--- config.mk ---
export PLATFORM = sky130hd
export DESIGN_NAME = ps2_host_tx
export DESIGN_NICKNAME = d
export VERILOG_FILES = /design/src/rtl/ps2_host_tx.sv
export SDC_FILE = /design/constraint.sdc
export NUM_CORES = 1
export LEC_CHECK = 0
export CORE_UTILIZATION = 53
export CTS_BUF_LIST = sky130_fd_sc_hd__clkbuf_8 sky130_fd_sc_hd__clkbuf_16
export DETAILED_ROUTE_END_ITERATION = 10
export PLACE_DENSITY = 0.75
export SETUP_SLACK_MARGIN = 0.02
export SLEW_MARGIN = 15
export SYNTH_ARGS = -nofsm -noshare
export SYNTH_HDL_FRONTEND = slang
export SYNTH_SLANG_ARGS = --single-unit
--- constraint.sdc ---
create_clock -name clk25 -period 1.8 [get_ports clk25]
set_input_delay 0.36 -clock clk25 [delete_from_list [all_inputs] [get_ports clk25]]
set_output_delay 0.36 -clock clk25 [all_outputs]
set_load 0.05 [all_outputs]
--- src/rtl/ps2_host_tx.sv ---
// rtl/ps2_host_tx.sv - PS/2 host-to-device command transmitter with ACK check and watchdog
module ps2_host_tx #(
  parameter int INHIBIT_CYCLES = 3000,
  parameter int REQ_CYCLES     = 25,
  parameter int START_TIMEOUT  = 375000,
  parameter int EDGE_TIMEOUT   = 50000,
  parameter int FILTER_LEN     = 8
) (
  input  logic       clk25,
  input  logic       rst_n,
  input  logic [7:0] tx_data,
  input  logic       tx_valid,
  output logic       tx_ready,
  output logic       tx_done,
  output logic       tx_error,
  input  logic       ps2_clk_i,
  input  logic       ps2_data_i,
  output logic       ps2_clk_oe,
  output logic       ps2_data_oe
);

  localparam int PH_MAX = (INHIBIT_CYCLES > REQ_CYCLES) ? INHIBIT_CYCLES : REQ_CYCLES;
  localparam int PH_W   = $clog2(PH_MAX + 1);
  localparam int WD_MAX = (START_TIMEOUT > EDGE_TIMEOUT) ? START_TIMEOUT : EDGE_TIMEOUT;
  localparam int WD_W   = $clog2(WD_MAX + 1);
  localparam int FL_W   = $clog2(FILTER_LEN + 1);

  typedef enum logic [2:0] {
    IDLE      = 3'd0,
    INHIBIT   = 3'd1,
    REQ       = 3'd2,
    SEND      = 3'd3,
    WAIT_IDLE = 3'd4
  } state_t;

  state_t r_state;
  state_t w_state_nxt;

  // Index 0 is the clock line, index 1 the data line.
  logic [1:0]            r_meta;
  logic [1:0]            r_sync;
  logic [1:0]            r_filt;
  logic [1:0][FL_W-1:0]  r_fcnt;
  logic                  r_clk_filt_d;

  logic [9:0]            r_shift;
  logic                  r_send_oe;
  logic [3:0]            r_edge_cnt;
  logic                  r_nack;
  logic [PH_W-1:0]       r_phase;
  logic [WD_W-1:0]       r_wdog;

  logic                  w_clk_fall;
  logic                  w_accept;
  logic                  w_phase_end;
  logic [WD_W-1:0]       w_wd_limit;
  logic                  w_wd_expired;
  logic                  w_last_edge;
  logic                  w_bus_idle;
  logic                  w_tx_ready;
  logic                  w_tx_done;
  logic                  w_tx_error;
  logic                  w_clk_oe;
  logic                  w_data_oe;

  // Two-flop synchronizer for both raw pins; idles high like the bus.
  always_ff @(posedge clk25 or negedge rst_n) begin
    if (!rst_n) begin
      r_meta <= 2'b11;
      r_sync <= 2'b11;
    end else begin
      r_meta <= {ps2_data_i, ps2_clk_i};
      r_sync <= r_meta;
    end
  end

  // Glitch filter: a line only flips after FILTER_LEN consecutive differing samples.
  always_ff @(posedge clk25 or negedge rst_n) begin
    if (!rst_n) begin
      r_filt       <= 2'b11;
      r_fcnt       <= '0;
      r_clk_filt_d <= 1'b1;
    end else begin
      r_clk_filt_d <= r_filt[0];
      for (int i = 0; i < 2; i++) begin
        if (r_sync[i] == r_filt[i]) begin
          r_fcnt[i] <= '0;
        end else if (r_fcnt[i] == FL_W'(FILTER_LEN - 1)) begin
          r_filt[i] <= r_sync[i];
          r_fcnt[i] <= '0;
        end else begin
          r_fcnt[i] <= r_fcnt[i] + 1'b1;
        end
      end
    end
  end

  assign w_clk_fall = r_clk_filt_d & ~r_filt[0];
  assign w_bus_idle = r_filt[0] & r_filt[1];
  assign w_accept   = (r_state == IDLE) & tx_valid;

  assign w_phase_end = ((r_state == INHIBIT) && (r_phase == PH_W'(INHIBIT_CYCLES - 1))) ||
                       ((r_state == REQ)     && (r_phase == PH_W'(REQ_CYCLES - 1)));

  // The first device edge gets the long start allowance; every later gap the short one.
  assign w_wd_limit   = ((r_state == SEND) && (r_edge_cnt == 4'd0)) ? WD_W'(START_TIMEOUT)
                                                                    : WD_W'(EDGE_TIMEOUT);
  assign w_wd_expired = ((r_state == SEND) || (r_state == WAIT_IDLE)) && (r_wdog == w_wd_limit);
  assign w_last_edge  = (r_state == SEND) && w_clk_fall && (r_edge_cnt == 4'd10);

  // State register.
  always_ff @(posedge clk25 or negedge rst_n) begin
    if (!rst_n) begin
      r_state <= IDLE;
    end else begin
      r_state <= w_state_nxt;
    end
  end

  // Next-state and output decode; pulses are decoded from the leaving transition.
  always_comb begin
    w_state_nxt = r_state;
    w_tx_ready  = 1'b0;
    w_tx_done   = 1'b0;
    w_tx_error  = 1'b0;
    w_clk_oe    = 1'b0;
    w_data_oe   = 1'b0;
    case (r_state)
      IDLE: begin
        w_tx_ready = 1'b1;
        if (tx_valid) begin
          w_state_nxt = INHIBIT;
        end
      end
      INHIBIT: begin
        w_clk_oe = 1'b1;
        if (w_phase_end) begin
          w_state_nxt = REQ;
        end
      end
      REQ: begin
        w_clk_oe  = 1'b1;
        w_data_oe = 1'b1;
        if (w_phase_end) begin
          w_state_nxt = SEND;
        end
      end
      SEND: begin
        w_data_oe = r_send_oe & ~w_wd_expired;
        if (w_wd_expired) begin
          w_tx_error  = 1'b1;
          w_state_nxt = IDLE;
        end else if (w_last_edge) begin
          w_state_nxt = WAIT_IDLE;
        end
      end
      WAIT_IDLE: begin
        if (w_bus_idle) begin
          w_tx_done   = ~r_nack;
          w_tx_error  = r_nack;
          w_state_nxt = IDLE;
        end else if (w_wd_expired) begin
          w_tx_error  = 1'b1;
          w_state_nxt = IDLE;
        end
      end
      default: begin
        w_state_nxt = IDLE;
      end
    endcase
  end

  // Inhibit/request phase timer; cleared on every phase boundary so it never wraps.
  always_ff @(posedge clk25 or negedge rst_n) begin
    if (!rst_n) begin
      r_phase <= '0;
    end else if (((r_state == INHIBIT) || (r_state == REQ)) && !w_phase_end) begin
      r_phase <= r_phase + 1'b1;
    end else begin
      r_phase <= '0;
    end
  end

  // Frame shifter: {stop, parity, d7..d0} shifted out LSB first on device falling edges.
  always_ff @(posedge clk25 or negedge rst_n) begin
    if (!rst_n) begin
      r_shift    <= '0;
      r_send_oe  <= 1'b0;
      r_edge_cnt <= '0;
      r_nack     <= 1'b0;
    end else if (w_accept) begin
      r_shift    <= {1'b1, ~^tx_data, tx_data};
      r_send_oe  <= 1'b1;
      r_edge_cnt <= '0;
      r_nack     <= 1'b0;
    end else if ((r_state == SEND) && w_clk_fall && !w_wd_expired) begin
      r_edge_cnt <= r_edge_cnt + 1'b1;
      if (r_edge_cnt < 4'd10) begin
        r_send_oe <= ~r_shift[0];
        r_shift   <= {1'b1, r_shift[9:1]};
      end else begin
        r_send_oe <= 1'b0;
        r_nack    <= r_filt[1];
      end
    end
  end

  // Watchdog: zero outside the bus phases, restarts at 1 on each edge, saturates.
  always_ff @(posedge clk25 or negedge rst_n) begin
    if (!rst_n) begin
      r_wdog <= '0;
    end else if ((r_state == SEND) || (r_state == WAIT_IDLE)) begin
      if ((r_state == SEND) && w_clk_fall) begin
        r_wdog <= WD_W'(1);
      end else if (r_wdog != WD_W'(WD_MAX)) begin
        r_wdog <= r_wdog + 1'b1;
      end
    end else begin
      r_wdog <= '0;
    end
  end

  assign tx_ready    = w_tx_ready;
  assign tx_done     = w_tx_done;
  assign tx_error    = w_tx_error;
  assign ps2_clk_oe  = w_clk_oe;
  assign ps2_data_oe = w_data_oe;

endmodule

## After elaboration in Yosys (flattened, before gate mapping)

Cells that the tools add are included.
W data, S select, Z words.

- $add $sub $neg: 5
- Order comparisons: 1
- Equality and inequality tests: 20
- Muxes and demuxes: 36
- Bitwise logic cells: 10
- Reductions and logical operators: 24

Operators by type and width:

| operator | number |
|---|---|
| $mux W19 | 4 |
| $mux W10 | 3 |
| $mux W4 | 6 |
| $mux W3 | 7 |
| $add A19 B1 Y19 const B | 1 |
| $eq A19 B19 Y1 | 1 |
| $ne A19 B19 Y1 const B | 1 |
| $pmux W3 S5 | 1 |
| $add A12 B1 Y12 const B | 1 |
| $add A4 B1 Y4 const B | 3 |
| $eq A12 B12 Y1 const B | 1 |
| $eq A12 B5 Y1 const B | 1 |
| $mux W1 | 12 |
| $mux W12 | 1 |
| $eq A4 B3 Y1 const B | 2 |
| $logic_and A1 B1 Y1 | 8 |
| $ne A2 B2 Y1 const B | 4 |
| $reduce_and A2 Y1 | 4 |
| $reduce_xnor A8 Y1 | 1 |
| $eq A3 B2 Y1 const B | 2 |
| $ne A3 B3 Y1 const B | 2 |
| $not A1 Y1 | 6 |
| $reduce_and A5 Y1 | 1 |
| $and A1 B1 Y1 | 4 |
| other kinds (13) | 19 |

- Register bits after elaboration: 65
- Bits of input ports: 13
- Output and inout port bits: 5

## Logic depth before layout (Yosys ltp)

Gate-level depths: netlist (run 1).

- Depth in word-level cells: 9
- Gate-level depth with buffers: 9
- Gate-level depth less buffers: 8

## Worst setup path before layout (run 1)

OpenSTA, ideal clock, no wires.

- Path kind: register to output
- Start point: register r_edge_cnt[0]
- End point: output port tx_error
- Data arrival time: 2,651 ps
- Data required time: 1,440 ps
- Slack: -1,211 ps
- Stages on the path, launching flop included: 9
- Path through: dfrtp_1 inv_1 ha_1 nor4bb_1 nand3_1 a2bb2oi_2 nor2_1 mux2i_1 o21ai_0

- Word-level cells in the longest chain between the ends: 8

RTL lines:

| item | RTL line | RTL |
|---|---|---|
| start, declared | 48 | `logic [3:0] r_edge_cnt;` |
| start signal, assigned | 197 | `r_edge_cnt <= r_edge_cnt + 1'b1;` |
| $logic_not A4 Y1 * | 106 | `assign w_wd_limit = ((r_state == SEND) && (r_edge_cnt == 4'd0)) ? WD_W'(START_TIMEOUT)` |
| $logic_and A1 B1 Y1 * | 106 |  |
| $mux W19 * | 106 |  |
| $eq A19 B19 Y1 * | 108 | `assign w_wd_expired = ((r_state == SEND) \|\| (r_state == WAIT_IDLE)) && (r_wdog == w_wd_limit);` |
| $logic_and A1 B1 Y1 * | 108 |  |
| $mux W1 * | 150, 162 |  |
| $mux W1 | 158 | `if (w_bus_idle) begin` |
| $pmux W1 S2 * | 128 | `case (r_state)` |
| end, declared | 15 | `output logic tx_error,` |

Every way passes the cells marked *; elsewhere a longest branch is shown, timed or not.

## Final worst setup path (run 1)

- Start point: register r_wdog[16]
- End point: output port tx_error

- Word-level cells in the longest chain between the ends: 5

RTL lines:

| item | RTL line | RTL |
|---|---|---|
| start, declared | 51 | `logic [WD_W-1:0] r_wdog;` |
| start signal, assigned | 216 | `r_wdog <= r_wdog + 1'b1;` |
| $eq A19 B19 Y1 * | 108 |  |
| $logic_and A1 B1 Y1 * | 108 |  |
| $mux W1 * | 150, 162 |  |
| $mux W1 | 158 |  |
| $pmux W1 S2 * | 128 |  |

Marks and branches as above.

==> run_results.csv, run 1 <==
group,metric,value,unit
routing,via_per_inst,5.514,
synth,synth_edf_count,0,
timing,layout_setup_ws,-0.7621,ns
placed_design,gp_congestion,0.8406,
power,clkPwrFrac,30.5,%
grt,grt_pass1_vias,2776,
cts,cts_tree,"done",
routing,first_pass_iters,4,
critical_path,endpoint_kind,"output pin",
synth,synthesis.nets,351,
outcome,violations,"setup timing",
critical_path,cp_slowest_cell,"or4b_4",
synth,synthDominantCellAreaShare,43.49,%
timing,hold_viol,0,
synth,syn_avg_cell_area,10.14,sq um
timing,finalSetupViolCount,26,
critical_path,crit_required,1.44,ns
critical_path,crit_type,"flop to output pin",
cts,h-tree-depth,3,
routing,antenna_left,0,
cts,cts_buffers,9,
synth,syn-cell-area,3337,sq um
cells_and_area,drive_above_1_share,31.91,%
synth,synth_top_flop_cell,"dfrtp_1",
power,power.density,905.2,nW/um^2
cells_and_area,area_delta_synth_final,38.51,%
die,die_w,81.35,microns
synth,syn_inst,329,
timing,slew_headroom,65.79,%
critical_path,cp-start-kind,"flop",
cells_and_area,nFillCells,370,
grt,antenna_found_initial,0,
placed_design,dp_slack,-0.3985,ns
timing,worstMarginPinSlew,0.5121,ns
cts,root_buffer,"clkbuf_8",
timing,finalCritPeriodShare,142.3,%
placed_design,hpwl,4924,microns
grt,grtUsageTotal,25.96,%
die,pin_count,18,
power,pwr-share-comb,25.0,%
critical_path,crit_arrival,2.20,ns
routing,drt_wl_total,7719,microns
routing,post_drt_wl_per_cell,15.50,microns
hold_path,hold_path_class,"flop to flop",
die,start_util,55.70,%
die,dieArea,6618,sq um
cells_and_area,antennaDiodeCount,0,
cts,clk_latency,0.35,ns
die,coreArea,5991,sq um
synth,yosysTopAreaCell,"dfrtp_1",
critical_path,critPathLaunch,"r_wdog[16]",
grt,grt_max_degree,35,
power,power.internal,2903,uW
placed_design,port_buffers,17,
synth,synth_seq_cells,65,
die,die_y,81.35,microns
run,cap_violations,0,
power,power_frac_seq,44.6,%
outcome,status,"finished with violations",
power,power_leakage,0.002045,uW
routing,via_count,2746,
cells_and_area,final_cells,498,
timing,timing.fmax,0.3903,GHz
timing,skew,0.008488,ns
routing,drc,0,
synth,synth_area_leaders,"dfrtp_1, nor2_1, dfstp_2",
timing,drv_slew,0,
hold_path,min_from,"r_meta[1]",
synth,async_flop_share,100.0,%
cells_and_area,finalNetCount,440,
grt,grt_overflow,0,
critical_path,crit_chain,"or4b_4, nor4_4, a2bb2oi_4, nor2_4, mux2i_1, o21ai_4, buf_12",
power,peakVddDrop,699.7,uV
cts,cts_buffer_depth,2,
grt,grt_pass1_wl,12750,microns
power,p_sw_share,30.62,%
timing,min_period,2.562,ns
timing,rsz0062_at_grt,"yes",
cts,clk_pin_slew_worst_paths,0.07,ns
cts,clock_sinks,65,
synth,synth_cell_types,53,
routing,initialDrtViolationCount,123,
critical_path,slowest_delay,0.55,ns
critical_path,crit_fanout,3,
critical_path,timing.rr.start,"r_wdog[16]",
synth,yosys_warnings,0,
timing,tns,-9.365,ns
synth,ys_seq_area_share,49.01,%
placed_design,post-place-cells,471,
power,switchingPower,1281,uW
die,rows,28,
through the flow:
stage	cell area (sq um)	hold WS [ns]	total power [uW]	util (%)
floorplan	3423	0.06441	2443	-
global placement	4149	0.3115	2790	69.26
detailed placement	4149	0.3188	2824	69.26
CTS	4512	0.3571	4125	75.31
global route	4622	0.3604	4384	77.15
finish	4622	0.3528	4184	77.15
final timing paths:
kind	cells after the start	endpoint	slack, ns
min	0	r_sync[1]	0.35
min in group asynchronous	2	r_fcnt[6]	0.48
max	7	tx_error	-0.76
max reg2reg	9	r_shift[2]	-0.57
min reg2reg	0	r_sync[1]	0.35
max in group asynchronous	3	r_filt[0]	0.71
Yosys cell counts (8+ instances only):
library cell   n
xor2_1        20
nor3_1        10
inv_1          9
nor2_1        56
nand4_1        8
mux2i_1       13
nand2_1       21
xnor2_1       18
a21oi_1       17
nand3_1       18
ha_1           9
dfrtp_1       58
routing by layer:
metal  part of all wire, %  track usage (%)
met5                     0                0
met4                   2.4            12.14
met3                   3.7            5.393
met2                    51            43.92
met1                    43            31.45
placed cells by master, fill, tap and decap left out, types with 3 or more instances in the layout:
| cell | Yosys | final |
|---|---|---|
| dfstp_2 | 7 | 7 |
| a21oi_1 | 17 | 13 |
| nand3_1 | 18 | 18 |
| xor2_1 | 20 | 20 |
| buf_4 | 0 | 56 |
| mux2i_1 | 13 | 12 |
| nor2_1 | 56 | 53 |
| nor2b_1 | 4 | 4 |
| xnor2_1 | 18 | 15 |
| clkbuf_8 | 0 | 11 |
| o21ai_1 | 0 | 3 |
| nand2_2 | 0 | 4 |
| ha_1 | 9 | 9 |
| o21ai_4 | 1 | 4 |
| buf_12 | 0 | 8 |
| nand4_1 | 8 | 8 |
| nand2_1 | 21 | 17 |
| inv_1 | 9 | 9 |
| and3_1 | 4 | 4 |
| nor3_2 | 0 | 3 |
| clkdlybuf4s50_1 | 0 | 11 |
| nor2_4 | 0 | 3 |
| dfrtp_1 | 58 | 57 |
| xnor2_2 | 0 | 3 |
| a21oi_2 | 0 | 3 |
| buf_6 | 1 | 6 |
| nor3_1 | 10 | 6 |
critical path: cells and delay by family, from the launching register on:
kind	cells	cell delay (ns)
DFF	1	0.38
and+or+nand+nor	3	0.89
buffers and inverters	1	0.15
muxes	1	0.13
AOI/OAI and AO/OA	2	0.31
sequential cells by signal, summed over array words and instances, names as in the netlist:
register,cells
r_shift,10
r_nack,1
r_sync,2
r_send_oe,1
r_fcnt,8
r_clk_filt_d,1
r_meta,2
r_state,3
r_edge_cnt,4
r_phase,12
r_wdog,19
r_filt,2
power groups by stage:
stage / combinational [uW] / sequential (uW) / clock (uW)
after floorplan: 615 / 1830 / 0
after global placement: 932 / 1860 / 0
after detailed placement: 955 / 1870 / 0
after CTS: 992 / 1850 / 1290
after global routing: 1140 / 1890 / 1350
final: 1050 / 1860 / 1270
area by class of cell:
class                   instances  area (sq um)  share of cell area (%)
inverters                       9         33.78                  0.7309
repair buffers                 84         800.8                   17.33
clock buffers                  11         151.4                   3.276
multi-input cells             249          1851                   40.04
clock inverters                 5         55.05                   1.191
flip-flops and latches         65          1637                   35.41
well taps                      75         93.84                   2.030
logic make-up after synthesis:
family / share of synthesized area (%)
AND/OR/NAND/NOR: 24.18
flip-flops: 49.01
XOR/XNOR: 9.974
AO/OA/AOI/OAI: 7.162
buffers and inverters: 2.062
multiplexers: 4.237
adder cells (fa/ha/maj): 3.375
repair_timing:
item	in CTS	in global routing
setup buffers	5	5
gates resized for setup	20	17
pin swaps	10	11
hold buffers	1	0
gates cloned	2	0
endpoints found under the setup margin	29	50
hold endpoints to repair	12	0
(Power assumes the default switching activity.)
==> run 2: changes to the inputs <==
CORE_MARGIN = 2   (was default)
==> run 2 against run 1 <==
The run still ends with setup timing left. Clock skew is 0.00087 ns lower. Clock power decreased by 3%. Worst setup slack improved by 0.032 ns. Maximum frequency up 1.3%. Core utilization grew 0.88 points. Global-route usage decreased by 2.2 points. Sequential power about the same. First-iteration DRC count grew 2.4%. Via count is 1.5% higher. Worst hold slack about the same. Die area up 5.0%. Cell count grew 1.2%. Highest routed layer unchanged.
==> run_results.csv, run 2 (synthesized netlist as in run 1, its figures left out) <==
group,metric,value,unit
outcome,status,"finished with violations",
outcome,violations,"setup timing",
die,dieArea,6947,sq um
die,pin_count,18,
cells_and_area,antennaDiodeCount,0,
hold_path,hold_path_class,"flop to flop",
routing,via_per_inst,5.532,
timing,timing.fmax,0.3953,GHz
die,rows,28,
routing,first_pass_iters,4,
grt,grtUsageTotal,23.80,%
cells_and_area,reg_top3,"r_wdog: 19 flops, r_phase: 12 flops, r_shift: 10 flops",
grt,grt_pass1_wl,13130,microns
timing,hold_ws,0.3532,ns
cells_and_area,layout_commonest_cell,"dfrtp_1",
cells_and_area,finalNetCount,446,
routing,via_count,2788,
cells_and_area,top_register,"r_wdog",
critical_path,cp-start-kind,"flop",
hold_path,min_from,"r_meta[1]",
cts,cts_buffer_depth,2,
die,die_w,83.35,microns
critical_path,critPathLaunch,"r_wdog[16]",
critical_path,crit_type,"flop to output pin",
cells_and_area,layout_common_cells,"dfrtp_1, buf_4, nor2_1",
cts,cts_tree,"done",
cells_and_area,final_cells,504,
critical_path,crit_arrival,2.17,ns
routing,post_drt_wl_per_cell,15.40,microns
timing,rsz0062_at_grt,"yes",
timing,finalCritPeriodShare,140.5,%
cells_and_area,fin_area,4674,sq um
critical_path,crit_chain,"or4b_4, nor4_4, a2bb2oi_4, nor2_4, mux2i_2, o21ai_4, buf_12",
critical_path,endpoint_kind,"output pin",
critical_path,crit_buf_inv,1,
grt,antenna_found_initial,0,
critical_path,crit_required,1.44,ns
power,power_leakage,0.002082,uW
timing,slew_headroom,75.61,%
cts,h-tree-depth,3,
timing,drv_slew,0,
cts,clk_pin_slew_worst_paths,0.07,ns
timing,finalSetupViolCount,24,
critical_path,timing.rr.start,"r_wdog[1]",
critical_path,slowest_delay,0.55,ns
cells_and_area,largest_reg_flops,19,
grt,grt_overflow,0,
timing,worstMarginPinSlew,0.3633,ns
routing,drc,0,
power,peakVddDrop,886.8,uV
grt,grt_max_degree,53,
timing,layout_setup_ws,-0.7296,ns
run,cap_violations,0,
routing,antenna_left,0,
timing,hold_viol,0,
cts,clk_latency,0.35,ns
die,start_util,55.70,%
grt,grt_pass1_vias,2866,
placed_design,placed_area,4141,sq um
routing,drt_wl_total,7764,microns
die,die_y,83.35,microns
critical_path,cp_slowest_cell,"or4b_4",
cts,clock_sinks,65,
timing,min_period,2.530,ns
power,power.density,897.4,nW/um^2
cells_and_area,drive_above_1_share,33.33,%
critical_path,crit_fanout,3,
placed_design,gp_congestion,0.8437,
routing,initialDrtViolationCount,126,
placed_design,hpwl,5048,microns
cts,cts_buffers,9,
critical_path,crit_family,"simple AND/OR/NAND/NOR gates",
cells_and_area,area_delta_synth_final,40.08,%
timing,skew,0.007614,ns
cts,root_buffer,"clkbuf_8",
die,coreArea,5991,sq um
placed_design,post-place-cells,470,
placed_design,port_buffers,17,
run 2: path summary, 6_finish.rpt:
path	end	slack, ns	depth (start not counted)
max	tx_error	-0.73	7
min	r_sync[1]	0.35	0
max reg2reg	r_shift[0]	-0.57	13
min reg2reg	r_sync[1]	0.35	0
max in group asynchronous	r_meta[1]	0.74	3
min in group asynchronous	r_fcnt[3]	0.43	2
run 2: layer usage:
layer | GRT usage [%] | wire length, microns
met1 | 29.26 | 3274
met2 | 40.69 | 3997
met5 | 0 | 0
met4 | 11.03 | 172
met3 | 4.175 | 320
run 2: through the flow:
step	util [%]	power [uW]	setup slack [ns]	setup TNS, ns
2_1_floorplan	-	2443	-0.4108	-2.082
3_3_place_gp	69.13	2815	-0.3374	-4.432
6_report	78.03	4195	-0.7296	-10.22
3_5_place_dp	69.13	2866	-0.3914	-5.433
5_1_grt	78.03	4408	-0.8167	-12.91
4_1_cts	74.81	4129	-0.7329	-7.277
run 2: where the power goes:
part	switching [uW]	internal (uW)	leakage (uW)
Combinational	563	554	0.00114
Sequential	156	1690	0.000839
Clock	564	666	0.000102
run 2: layout make-up:
cell class                 count  area (sq um)
multi-input combinational    248          1848
sequential                    65          1635
fill                         354          1316
timing repair buffer          91         868.3
clock buffer                  10         137.6
tap                           75         93.84
clock inverter                 6         57.56
inverter                       9         33.78
run 2: repair_timing:
item                                    CTS  global route
pin swaps                                 9            29
buffers inserted                          7            15
hold buffers                              1             0
resized for setup                        21            27
gates cloned                              1             0
endpoints found under the hold margin    13             0
endpoints found under the setup margin   30            44
